==> src/rtl/program_loader_pkg.sv <==
// Shared types and helpers for the program loader.
// The optional CHECK state exists only when PROGRAM_LOADER_CHECKSUM_EN is defined.
package program_loader_pkg;

    localparam logic [31:0] DEFAULT_END_WORD = 32'hFFFF_FFFF;

    typedef enum logic [2:0] {
        ST_IDLE,
        ST_LOAD,
`ifdef PROGRAM_LOADER_CHECKSUM_EN
        ST_CHECK,
`endif
        ST_DONE,
        ST_ERROR
    } state_e;

    // Word counter must be able to hold the full depth, not just depth-1.
    function automatic int word_count_w(input int depth);
        return $clog2(depth) + 1;
    endfunction

endpackage

==> src/rtl/program_loader_byte_assembler.sv <==
// Shifts NB_BYTE symbols MSB-first into a LEN-bit word and flags the byte that completes it.
// o_word/o_word_valid are combinational so the consumer can register the finished word directly.
module byte_assembler #(
    parameter int LEN     = 32,
    parameter int NB_BYTE = 8
) (
    input  logic               i_clk,
    input  logic               i_rst,
    input  logic               i_clr,
    input  logic               i_en,
    input  logic [NB_BYTE-1:0] i_data,
    input  logic               i_valid,
    output logic [LEN-1:0]     o_word,
    output logic               o_word_valid
);

    localparam int NBYTES = LEN / NB_BYTE;
    localparam int CNT_W  = (NBYTES > 1) ? $clog2(NBYTES) : 1;
    localparam logic [CNT_W-1:0] LAST = CNT_W'(NBYTES - 1);

    logic [CNT_W-1:0] cnt_q, cnt_d;
    logic [LEN-1:0]   shift_q, shift_d;
    logic             take;

    always_comb begin
        take         = i_en && i_valid && !i_clr;
        cnt_d        = cnt_q;
        shift_d      = shift_q;
        o_word_valid = 1'b0;
        if (i_clr) begin
            cnt_d = '0;
        end else if (take) begin
            shift_d = (shift_q << NB_BYTE) | LEN'(i_data);
            if (cnt_q == LAST) begin
                cnt_d        = '0;
                o_word_valid = 1'b1;
            end else begin
                cnt_d = cnt_q + CNT_W'(1);
            end
        end
    end

    assign o_word = shift_d;

    always_ff @(posedge i_clk) begin
        if (i_rst) begin
            cnt_q <= '0;
        end else begin
            cnt_q <= cnt_d;
        end
    end

    // Stale shift contents are always fully overwritten before the next word completes.
    always_ff @(posedge i_clk) begin
        shift_q <= shift_d;
    end

endmodule

==> src/rtl/program_loader.sv <==
// Streams bytes into instruction words and writes them through the core's preload port.
// Define PROGRAM_LOADER_CHECKSUM_EN to require a trailing XOR checksum byte after the sentinel.
module program_loader
    import program_loader_pkg::*;
#(
    parameter int             LEN               = 32,
    parameter int             NB_BYTE           = 8,
    parameter int             RAM_DEPTH_PROGRAM = 32,
    parameter logic [LEN-1:0] END_WORD          = LEN'(DEFAULT_END_WORD)
) (
    input  logic                                          i_clk,
    input  logic                                          i_rst,
    input  logic                                          i_load_req,
    input  logic [NB_BYTE-1:0]                            i_rx_data,
    input  logic                                          i_rx_valid,
    output logic                                          o_preload_flag,
    output logic [LEN-1:0]                                o_preload_address,
    output logic [LEN-1:0]                                o_preload_instruction,
    output logic                                          o_cpu_rst,
    output logic                                          o_done,
    output logic                                          o_error,
    output logic [word_count_w(RAM_DEPTH_PROGRAM)-1:0]    o_word_count
);

    localparam int CW = word_count_w(RAM_DEPTH_PROGRAM);
    localparam logic [CW-1:0] DEPTH = CW'(RAM_DEPTH_PROGRAM);
`ifdef PROGRAM_LOADER_CHECKSUM_EN
    localparam state_e AFTER_END = ST_CHECK;
`else
    localparam state_e AFTER_END = ST_DONE;
`endif

    state_e         state_q, state_d;
    logic [CW-1:0]  count_q, count_d;
    logic [CW-1:0]  addr_q, addr_d;
    logic           flag_q, flag_d;
    logic [LEN-1:0] instr_q, instr_d;
    logic           asm_clr, asm_en, word_valid;
    logic [LEN-1:0] word;
`ifdef PROGRAM_LOADER_CHECKSUM_EN
    logic [NB_BYTE-1:0] csum_q, csum_d;
`endif

    assign asm_en  = (state_q == ST_LOAD);
    assign asm_clr = (state_q == ST_IDLE) ||
                     (i_load_req && state_q != ST_DONE && state_q != ST_ERROR);

    byte_assembler #(
        .LEN     (LEN),
        .NB_BYTE (NB_BYTE)
    ) u_byte_assembler (
        .i_clk        (i_clk),
        .i_rst        (i_rst),
        .i_clr        (asm_clr),
        .i_en         (asm_en),
        .i_data       (i_rx_data),
        .i_valid      (i_rx_valid),
        .o_word       (word),
        .o_word_valid (word_valid)
    );

    // count_q is both words-written and next write address; addr_q trails it by one
    // cycle so the address holds during the strobe and advances right after it.
    always_comb begin
        state_d = state_q;
        count_d = count_q;
        addr_d  = count_q;
        flag_d  = 1'b0;
        instr_d = instr_q;
`ifdef PROGRAM_LOADER_CHECKSUM_EN
        csum_d  = csum_q;
`endif
        case (state_q)
            ST_IDLE: begin
                state_d = ST_LOAD;
                count_d = '0;
                addr_d  = '0;
`ifdef PROGRAM_LOADER_CHECKSUM_EN
                csum_d  = '0;
`endif
            end
            ST_LOAD: begin
                if (i_load_req) begin
                    count_d = '0;
                    addr_d  = '0;
`ifdef PROGRAM_LOADER_CHECKSUM_EN
                    csum_d  = '0;
`endif
                end else begin
`ifdef PROGRAM_LOADER_CHECKSUM_EN
                    if (i_rx_valid) csum_d = csum_q ^ i_rx_data;
`endif
                    if (word_valid) begin
                        if (count_q < DEPTH) begin
                            flag_d  = 1'b1;
                            instr_d = word;
                            count_d = count_q + CW'(1);
                            if (word == END_WORD) state_d = AFTER_END;
                        end else begin
                            state_d = (word == END_WORD) ? AFTER_END : ST_ERROR;
                        end
                    end
                end
            end
`ifdef PROGRAM_LOADER_CHECKSUM_EN
            ST_CHECK: begin
                if (i_load_req) begin
                    state_d = ST_LOAD;
                    count_d = '0;
                    addr_d  = '0;
                    csum_d  = '0;
                end else if (i_rx_valid) begin
                    state_d = (i_rx_data == csum_q) ? ST_DONE : ST_ERROR;
                end
            end
`endif
            ST_DONE, ST_ERROR: begin
                if (i_load_req) begin
                    state_d = ST_IDLE;
                    count_d = '0;
                    addr_d  = '0;
                end
            end
            default: state_d = ST_LOAD;
        endcase
    end

    always_ff @(posedge i_clk) begin
        if (i_rst) begin
            state_q <= ST_LOAD;
            count_q <= '0;
            addr_q  <= '0;
            flag_q  <= 1'b0;
            instr_q <= '0;
`ifdef PROGRAM_LOADER_CHECKSUM_EN
            csum_q  <= '0;
`endif
        end else begin
            state_q <= state_d;
            count_q <= count_d;
            addr_q  <= addr_d;
            flag_q  <= flag_d;
            instr_q <= instr_d;
`ifdef PROGRAM_LOADER_CHECKSUM_EN
            csum_q  <= csum_d;
`endif
        end
    end

    assign o_preload_flag        = flag_q;
    assign o_preload_address     = LEN'(addr_q);
    assign o_preload_instruction = instr_q;
    assign o_cpu_rst             = (state_q != ST_DONE);
    assign o_done                = (state_q == ST_DONE);
    assign o_error               = (state_q == ST_ERROR);
    assign o_word_count          = count_q;

endmodule

==> config.mk <==
export PLATFORM = sky130hd
export DESIGN_NAME = program_loader
export DESIGN_NICKNAME = d
export VERILOG_FILES = /design/src/rtl/program_loader_pkg.sv /design/src/rtl/program_loader_byte_assembler.sv /design/src/rtl/program_loader.sv
export SDC_FILE = /design/constraint.sdc
export NUM_CORES = 1
export LEC_CHECK = 0
export CORE_MARGIN = 5
export CORE_UTILIZATION = 48
export CTS_CLUSTER_SIZE = 12
export DETAILED_ROUTE_END_ITERATION = 7
export PLACE_DENSITY = 0.8
export SLEW_MARGIN = 10
export SYNTH_ARGS = -nofsm -noshare
export SYNTH_HDL_FRONTEND = slang
export SYNTH_SLANG_ARGS = --single-unit
==> constraint.sdc <==
create_clock -name i_clk -period 1.92 [get_ports i_clk]
set_input_delay 0.288 -clock i_clk [delete_from_list [all_inputs] [get_ports i_clk]]
set_output_delay 0.288 -clock i_clk [all_outputs]
set_load 0.005 [all_outputs]
==> results of run 1 <==
-- area by class of cell --
cell class | instances | area, um^2 | area share (%)
Inverter | 1 | 3.75 | 0.0956
Clock inverter | 5 | 58.8 | 1.50
Multi-Input combinational cell | 224 | 1310 | 33.3
Clock buffer | 9 | 124 | 3.15
Tap cell | 77 | 96.3 | 2.45
Timing Repair Buffer | 72 | 713 | 18.2
Sequential cell | 81 | 1620 | 41.3
-- stage by stage --
stage	setup slack (ns)	instances	power (uW)	instance area, um^2
6_report	0.125	469	3540	3930
2_1_floorplan	0.323	349	2310	3220
4_1_cts	0.105	469	3560	3930
3_5_place_dp	-0.162	455	2400	3740
5_1_grt	0.0355	469	3730	3930
3_3_place_gp	-0.102	455	2380	3740
-- how the worst min path moves through the flow --
stage / endpoint
after global placement: o_preload_instruction[25]$_SDFFE_PP0P_
after detailed placement: o_preload_instruction[28]$_SDFFE_PP0P_
after floorplan: u_byte_assembler.shift_q[0]$_DFF_P_
final: o_preload_instruction[4]$_SDFFE_PP0P_
after CTS: o_preload_instruction[28]$_SDFFE_PP0P_
after global routing: o_preload_instruction[31]$_SDFFE_PP0P_
-- flip-flops by register name (all words and copies together), names as in the netlist --
name,flops
addr_q,6
u_byte_assembler.cnt_q,2
state_q,2
u_byte_assembler.shift_q,32
o_word_count,6
o_preload_flag,1
o_preload_instruction,32
-- power by group --
group          internal (uW)  total, uW  switching (uW)
logic                    201        358             157
clock network            586       1170             587
registers               1880       2010             122
total                   2670       3540             866
-- Yosys cell counts (2+ instances only) --
master    number  area share [%]
buf_2          2            0.32
buf_1          2            0.24
o211ai_1       2            0.48
nor2_1         8            0.96
and2_1         8             1.6
o21a_1         2            0.48
nand3_1        3            0.48
a22oi_1        2            0.48
nand2b_1       2            0.40
clkbuf_1       8            0.96
nor4_1         3            0.60
a21oi_1       34             5.4
ha_1           2            0.80
nor2b_1        2            0.40
buf_4         28             6.7
o21ai_0        2            0.32
nand4_1        9             1.8
mux2_2        32              12
dfxtp_1       81              52
nand2_1       72             8.6
buf_6          3             1.1
-- logic make-up after synthesis --
group           after synthesis  share of synthesized area (%)
compound gates               49                           9.07
simple gates                114                           16.9
buf+inv                      44                           9.43
fa+ha+maj                     2                          0.799
other cells                   1                          0.120
flops                        81                           51.8
mux                          33                           11.8
-- critical path: stages (launching register included) --
cell	delay, ns
dfxtp_1	0.32
buf_4	0.16
nand2b_1	0.15
inv_1	0.05
clkdlybuf4s50_1	0.49
-- routing by layer --
metal | GRT usage (%) | wire (um) | part of all wire, %
met1 | 23.1 | 3200 | 47
met2 | 26.3 | 3070 | 45
met3 | 2.92 | 363 | 5.4
met4 | 8.56 | 120 | 1.8
met5 | 0 | 0 | 0
==> reports/results.txt, run 1 <==
Run status: finished clean
Filler cells: 535
CP startpoint: state_q[0]$_SDFFE_PP1P_
Crit path time final: 1.80 ns
Max Slew Vio Count: 0
Die W: 90.8 um
Initial antenna violation count: 0
Ys async rst share: 0%
Initial Utilization: 49.3%
Ant diodes: 0
Worst-path clk slew: 0.08 ns
Post-CTS sizing: 0
Yosys cell types: 38
Final Core Density: 61.8%
Top FF cell, synth: dfxtp_1
Sequential share of the synthesized area: 51.8%
Core ar.: 6350 um^2
Final Hold Viols: 0
Worst r2r src: u_byte_assembler.cnt_q[0]$_SDFFE_PP0P_
Routed wire per std cell: 14.4 um
CTS max path bufs: 2
Vias per cell: 5.03
Largest net degree at the start of global routing: 35
Worst hold slack: 0.458 ns
Setup crit end: o_done
Avg Cell Area, Syn: 9.66 um^2
CTS buffer count: 9
Max Cap Violations: 0
GRT Resource Usage Total: 17.1%
CTS tree: done
Total Neg Setup Slack: 0 ns
Worst path arrival time: 1.51 ns
Reg2Reg Setup Slack: 0.20 ns
Via count: 2360
Worst skew pair latency: 0.34 ns
Final HPWL DP: 4.91 mm
Iter 0 DRT Violations: 142
R2R depth: 5
Ports: 86
Share of cells above drive strength 1: 15.6%
Setup crit end kind: output port
Nets: 403
Rows: 29
Critical path peak fanout: 8
Mapped Area: 3130 um^2
Final setup fails: 0
Warning count from the yosys run: 0
Total gr overflow: 0
Reg-to-reg endpoint: o_word_count[4]$_SDFFE_PP0P_
Number of synthesized flops with an enable pin: 0
Worst Hold Class: reg2reg
CTS root buf: clkbuf_8
Total wire length: 6.76 mm
Routed Antenna Nets: 0
Post-synthesis cell count: 324
RD Place Congestion: 0.846
Post-route clock period utilization: 93.5%
Critical Path Start Type: register
Clk_skew: 0.00911 ns
Cell leakage power: 0.00144 uW
Clk sinks: 81
IO Port Bufs: 59
Type of the worst setup path: reg2out
Die area: 8240 um^2
PwrDens: 901 nW/um^2
Hold wc startpoint: o_preload_instruction[4]$_SDFFE_PP0P_
Most frequent standard cell in the layout excluding fill and tap cells: dfxtp_1
Worst hold path depth: 2
Post-synthesis register bit count: 81
First-pass GRT wire length: 11.5 mm
Vias in the first global route: 2341
DR DRC count: 0
Maximum VDD drop: 528 uV
Die Span Y: 90.8 um
Hold buffer count at CTS: 0
CP Data Required Time: 1.63 ns
Most frequent cells in the layout: 81 x dfxtp_1, 72 x nand2_1, 59 x clkdlybuf4s50_1
Area Growth Syn to Fin: 25.4%
Fmax: 0.557 GHz
CTS HTree Levels: 3
RSZ-0062 raised after global routing: false
DR pass1 iterations: 4
Postcts setup bufs: 0
No activity file was read; power rests on OpenSTA's default activity.
==> inputs of run 2 (changes only) <==
==> constraint.sdc (replaced) <==
create_clock -name i_clk -period 1.75 [get_ports i_clk]
set_input_delay 0.2625 -clock i_clk [delete_from_list [all_inputs] [get_ports i_clk]]
set_output_delay 0.2625 -clock i_clk [all_outputs]
set_load 0.005 [all_outputs]
==> reports/results.txt, run 2 (synthesis results as in run 1) <==
Share of cells above drive strength 1: 18.6% (+3.0 points)
Clk sinks: 81 (unchanged)
Wire length on met2: 3.25 mm (+5.8%)
Clk_skew: 0.0189 ns (+0.00980 ns)
Routed wire per std cell: 14.4 um (+0.12%)
IO Port Bufs: 59 (unchanged)
Largest net degree at the start of global routing: 34 (-2.9%)
CTS max path bufs: 2 (unchanged)
Sequential share of power: 54.9% (-1.8 points)
Worst-path clk slew: 0.08 ns (about the same)
Design Area, Final: 4050 um^2 (+3.0%)
Power share of the combinational group: 10.0% (about the same)
Sw power: 1020 uW (+18%)
Max Slew Vio Count: 0 (unchanged)
Worst Hold Class: reg2reg
CTS tree: done
Post-route clock period utilization: 96.2%
Seq. cell area: 1620 um^2 (+0.15%)
Power Internal: 3000 uW (+12%)
CTS HTree Levels: 3 (unchanged)
Total Neg Setup Slack: 0 ns (unchanged)
RSZ-0062 raised after global routing: false
Via count: 2436 (+3.2%)
Final Hold Viols: 0 (unchanged)
Worst skew pair latency: 0.36 ns (+0.02 ns)
Total gr overflow: 0 (unchanged)
Critical path, cell by cell: buf_6, and2_1, clkdlybuf4s50_1
GRT Resource Usage Total: 16.5% (-0.65 points)
Critical path peak fanout: 9 (+1)
Placed insts: 460 (+1.1%)
Initial Utilization: 49.3% (unchanged)
Multi-input gate area: 1310 um^2 (+0.19%)
Type of the worst setup path: reg2out
Fin cells: 480 (+2.3%)
Area Growth Syn to Fin: 29.2%
PwrDens: 994 nW/um^2 (+10%)
Most frequent standard cell in the layout excluding fill and tap cells: dfxtp_1
Routed Antenna Nets: 0 (unchanged)
Met3 Routed Length: 378 um (+4.1%)
Vias per cell: 5.08 (+0.85%)
Nets: 412 (+2.2%)
CTS buffer count: 9 (unchanged)
Worst path max stage delay: 0.49 ns (about the same)
CTS root buf: clkbuf_8
DR DRC count: 0 (unchanged)
Cell leakage power: 0.00151 uW (+5.2%)
Core ar.: 6350 um^2 (unchanged)
Run status: finished clean
Iter 0 DRT Violations: 108 (-24%)
CP max-delay cell: clkdlybuf4s50_1
Max Cap Violations: 0 (unchanged)
Most frequent cells in the layout: 79 x dfxtp_1, 72 x nand2_1, 58 x clkdlybuf4s50_1
Vias in the first global route: 2280 (-2.6%)
Pre-CTS setup slack: -0.248 ns (-0.0859 ns)
Ant diodes: 0 (unchanged)
Clock power frac: 35.1% (+2.0 points)
Filler cells: 497 (-7.1%)
Crit path time final: 1.68 ns
RD Place Congestion: 0.811 (-4.2%)
Rows: 29 (unchanged)
Fmax: 0.594 GHz
DR pass1 iterations: 4 (unchanged)
Met1 wire length: 3.17 mm (-1.1%)
Final Core Density: 63.7% (+1.9 points)
Setup crit end kind: output port
Fin worst setup slack: 0.0660 ns (-0.0585 ns)
Top Layer Used: met4
First-pass GRT wire length: 11.1 mm (-3.5%)
Initial antenna violation count: 0 (unchanged)
Post-Place Cell Area: 3790 um^2 (+1.3%)
Critical Path Start Type: register
CP Data Required Time: 1.49 ns (-0.14 ns)
Die Span Y: 90.8 um (unchanged)
Final HPWL DP: 4.79 mm (-2.6%)
Die W: 90.8 um (unchanged)
Total wire length: 6.92 mm (+2.5%)
Ports: 86 (unchanged)
Switching Share: 25.3% (+0.84 points)
Maximum VDD drop: 616 uV (+17%)
Worst path arrival time: 1.42 ns (-0.09 ns)
Die area: 8240 um^2 (unchanged)
Final setup fails: 0 (unchanged)
==> run 2: through the flow <==
stage / hold WS (ns) / power [uW]
2_1_floorplan: 0.425 / 2540
3_3_place_gp: 0.444 / 2610
3_5_place_dp: 0.447 / 2630
4_1_cts: 0.460 / 4040
5_1_grt: 0.474 / 4180
6_report: 0.456 / 4020
==> run 2: repair_timing <==
action | 4_1_cts | 5_1_grt
hold buffers | 0 | 0
endpoints found under the setup margin | 2 | 35
gates resized for setup | 2 | 5
buffers inserted | 0 | 4
==> run 2: power by group through the flow <==
stage | logic, uW | registers (uW) | clock network [uW]
final | 402 | 2210 | 1410
after global routing | 438 | 2230 | 1520
after CTS | 397 | 2210 | 1430
after detailed placement | 394 | 2240 | 0
after global placement | 382 | 2230 | 0
after floorplan | 351 | 2190 | 0
==> run 2: layer usage <==
metal,vias up,global-route usage [%]
met5,-,0
met4,0,7.94
met3,11,3.75
met2,73,25.9
met1,1155,21.2
li1,1197,-
==> run 2: layout make-up <==
class,instances,share of cell area [%]
sequential,81,40.1
multi-input combinational,224,32.4
timing repair buffer,81,19.8
clock buffer,10,3.40
tap,77,2.38
clock inverter,6,1.79
inverter,1,0.0928
==> run 2: path summary, 6_finish.rpt <==
path                                                             start                                     to  slack [ns]  cells after the start
worst max register to register  u_byte_assembler.cnt_q[0]$_SDFFE_PP0P_           o_word_count[4]$_SDFFE_PP0P_        0.16                      5
worst min register to register   o_preload_instruction[4]$_SDFFE_PP0P_  o_preload_instruction[4]$_SDFFE_PP0P_        0.46                      2
worst min-delay path             o_preload_instruction[4]$_SDFFE_PP0P_  o_preload_instruction[4]$_SDFFE_PP0P_        0.46                      2
worst max-delay path                           state_q[1]$_SDFFE_PP0P_                                o_error        0.07                      3
==> run 2: critical path, delay by kind of cell (launching register included) <==
family                 cells  cell delay [ns]
DFF                        1             0.34
and+or+nand+nor            1             0.12
buffers and inverters      2             0.62
==> inputs of run 3 (changes only) <==
--- a/config.mk
+++ b/config.mk
@@ -6,10 +6,11 @@
 export NUM_CORES = 1
 export LEC_CHECK = 0
 export CORE_MARGIN = 5
-export CORE_UTILIZATION = 48
+export CORE_UTILIZATION = 45
 export CTS_CLUSTER_SIZE = 12
 export DETAILED_ROUTE_END_ITERATION = 7
-export PLACE_DENSITY = 0.8
+export PLACE_DENSITY = 0.76
+export SKIP_CTS_REPAIR_TIMING = 1
 export SLEW_MARGIN = 10
 export SYNTH_ARGS = -nofsm -noshare
 export SYNTH_HDL_FRONTEND = slang
==> reports/results.txt, run 3 (synthesis results as in run 1) <==
Setup crit end kind: output port
Filler cells: 584 (+18%)
Design Area, Final: 4030 um^2 (-0.49%)
Via count: 2382 (-2.2%)
Vias in the first global route: 2207 (-3.2%)
Die area: 8720 um^2 (+5.9%)
Run status: finished clean
Fin worst setup slack: 0.0756 ns (+0.00959 ns)
Worst Hold Class: reg2reg
Worst path top cell family by delay: buffers and inverters
Total gr overflow: 0 (unchanged)
IO Port Bufs: 59 (unchanged)
RD Place Congestion: 0.828 (+2.2%)
CP max-delay cell: clkdlybuf4s50_1
Maximum VDD drop: 566 uV (-8.1%)
Fin cells: 493 (+2.7%)
Rows: 30 (+3.4%)
Fmax: 0.597 GHz (+0.57%)
Clk sinks: 81 (unchanged)
Critical path, cell by cell: clkdlybuf4s50_1
Placed insts: 475 (+3.3%)
CTS tree: done
Final HPWL DP: 4.91 mm (+2.7%)
Worst path arrival time: 1.41 ns (about the same)
Multi-input gate area: 1310 um^2 (about the same)
Worst path max stage delay: 0.57 ns (+0.08 ns)
Total Neg Setup Slack: 0 ns (unchanged)
CTS HTree Levels: 3 (unchanged)
Most frequent cells in the layout: 79 x dfxtp_1, 72 x nand2_1, 56 x clkdlybuf4s50_1
Die W: 93.4 um (+2.9%)
Largest net degree at the start of global routing: 34 (unchanged)
Iter 0 DRT Violations: 124 (+15%)
Pre-CTS setup slack: -0.262 ns (-0.0136 ns)
Routed Antenna Nets: 0 (unchanged)
DR DRC count: 0 (unchanged)
Initial antenna violation count: 0 (unchanged)
Ant diodes: 0 (unchanged)
Share of cells above drive strength 1: 17.4% (-1.2 points)
Final setup fails: 0 (unchanged)
Vias per cell: 4.83 (-4.8%)
Cell leakage power: 0.00151 uW (-0.34%)
Ports: 86 (unchanged)
Critical Path Start Type: register
CTS root buf: clkbuf_8
Most frequent standard cell in the layout excluding fill and tap cells: dfxtp_1
CP Data Required Time: 1.49 ns (about the same)
Crit path time final: 1.67 ns (-0.00959 ns)
Seq. cell area: 1620 um^2 (unchanged)
PwrDens: 1000 nW/um^2 (+0.52%)
Final Hold Viols: 0 (unchanged)
CTS max path bufs: 2 (unchanged)
Core ar.: 6790 um^2 (+7.0%)
Worst-path clk slew: 0.09 ns (about the same)
Max Cap Violations: 0 (unchanged)
DR pass1 iterations: 4 (unchanged)
Routed wire per std cell: 14.0 um (-3.2%)
Area Growth Syn to Fin: 28.6%
Final Core Density: 59.2% (-4.5 points)
Type of the worst setup path: reg2out
Nets: 406 (-1.5%)
Post-route clock period utilization: 95.7% (-0.55 points)
Worst skew pair latency: 0.35 ns (about the same)
Initial Utilization: 46.1% (-3.2 points)
Total wire length: 6.88 mm (-0.56%)
Clk_skew: 0.0124 ns (-0.00649 ns)
Crit path buf inv count: 1 (-1)
GRT Resource Usage Total: 16.1% (-0.38 points)
First-pass GRT wire length: 10.9 mm (-1.7%)
Max Slew Vio Count: 0 (unchanged)
Die Span Y: 93.4 um (+2.9%)
Critical path peak fanout: 8 (-1)
CTS buffer count: 9 (unchanged)
Post-Place Cell Area: 3790 um^2 (-0.17%)
RSZ-0062 raised after global routing: false
## run 3: area by class of cell
| class | instances | share of cell area, % |
|---|---|---|
| clock buffer | 9 | 3.08 |
| tap | 96 | 2.98 |
| sequential | 81 | 40.3 |
| timing repair buffer | 75 | 18.9 |
| clock inverter | 7 | 2.08 |
| inverter | 1 | 0.0933 |
| multi-input combinational | 224 | 32.5 |
## run 3: path summary, 6_finish.rpt
kind	start	to	slack, ns	depth (start not counted)
min	o_preload_instruction[22]$_SDFFE_PP0P_	o_preload_instruction[22]$_SDFFE_PP0P_	0.46	2
min reg2reg	o_preload_instruction[22]$_SDFFE_PP0P_	o_preload_instruction[22]$_SDFFE_PP0P_	0.46	2
max reg2reg	u_byte_assembler.cnt_q[0]$_SDFFE_PP0P_	o_word_count[4]$_SDFFE_PP0P_	0.12	5
max	o_word_count[2]$_SDFFE_PP0P_	o_word_count[2]	0.08	1
## run 3: where the power goes
part | switching [uW] | leakage, uW | internal [uW]
Clock | 731 | 0.000103 | 689
Sequential | 135 | 0.000665 | 2070
Combinational | 178 | 0.000737 | 223
Total | 1040 | 0.00151 | 2980
## run 3: stage by stage
step	hold slack, ns	power, uW
global route	0.480	4210
finish	0.457	4020
CTS	0.461	4050
global placement	0.445	2610
detailed placement	0.448	2630
floorplan	0.425	2540
## run 3: metal layers
layer  up-vias  global-route usage [%]  wire length (um)
met5         -                       0                 0
met4         0                    7.69               123
met3        10                    3.62               395
met2        66                    25.3              3210
met1      1121                    20.9              3160
li1       1185                       -                 -
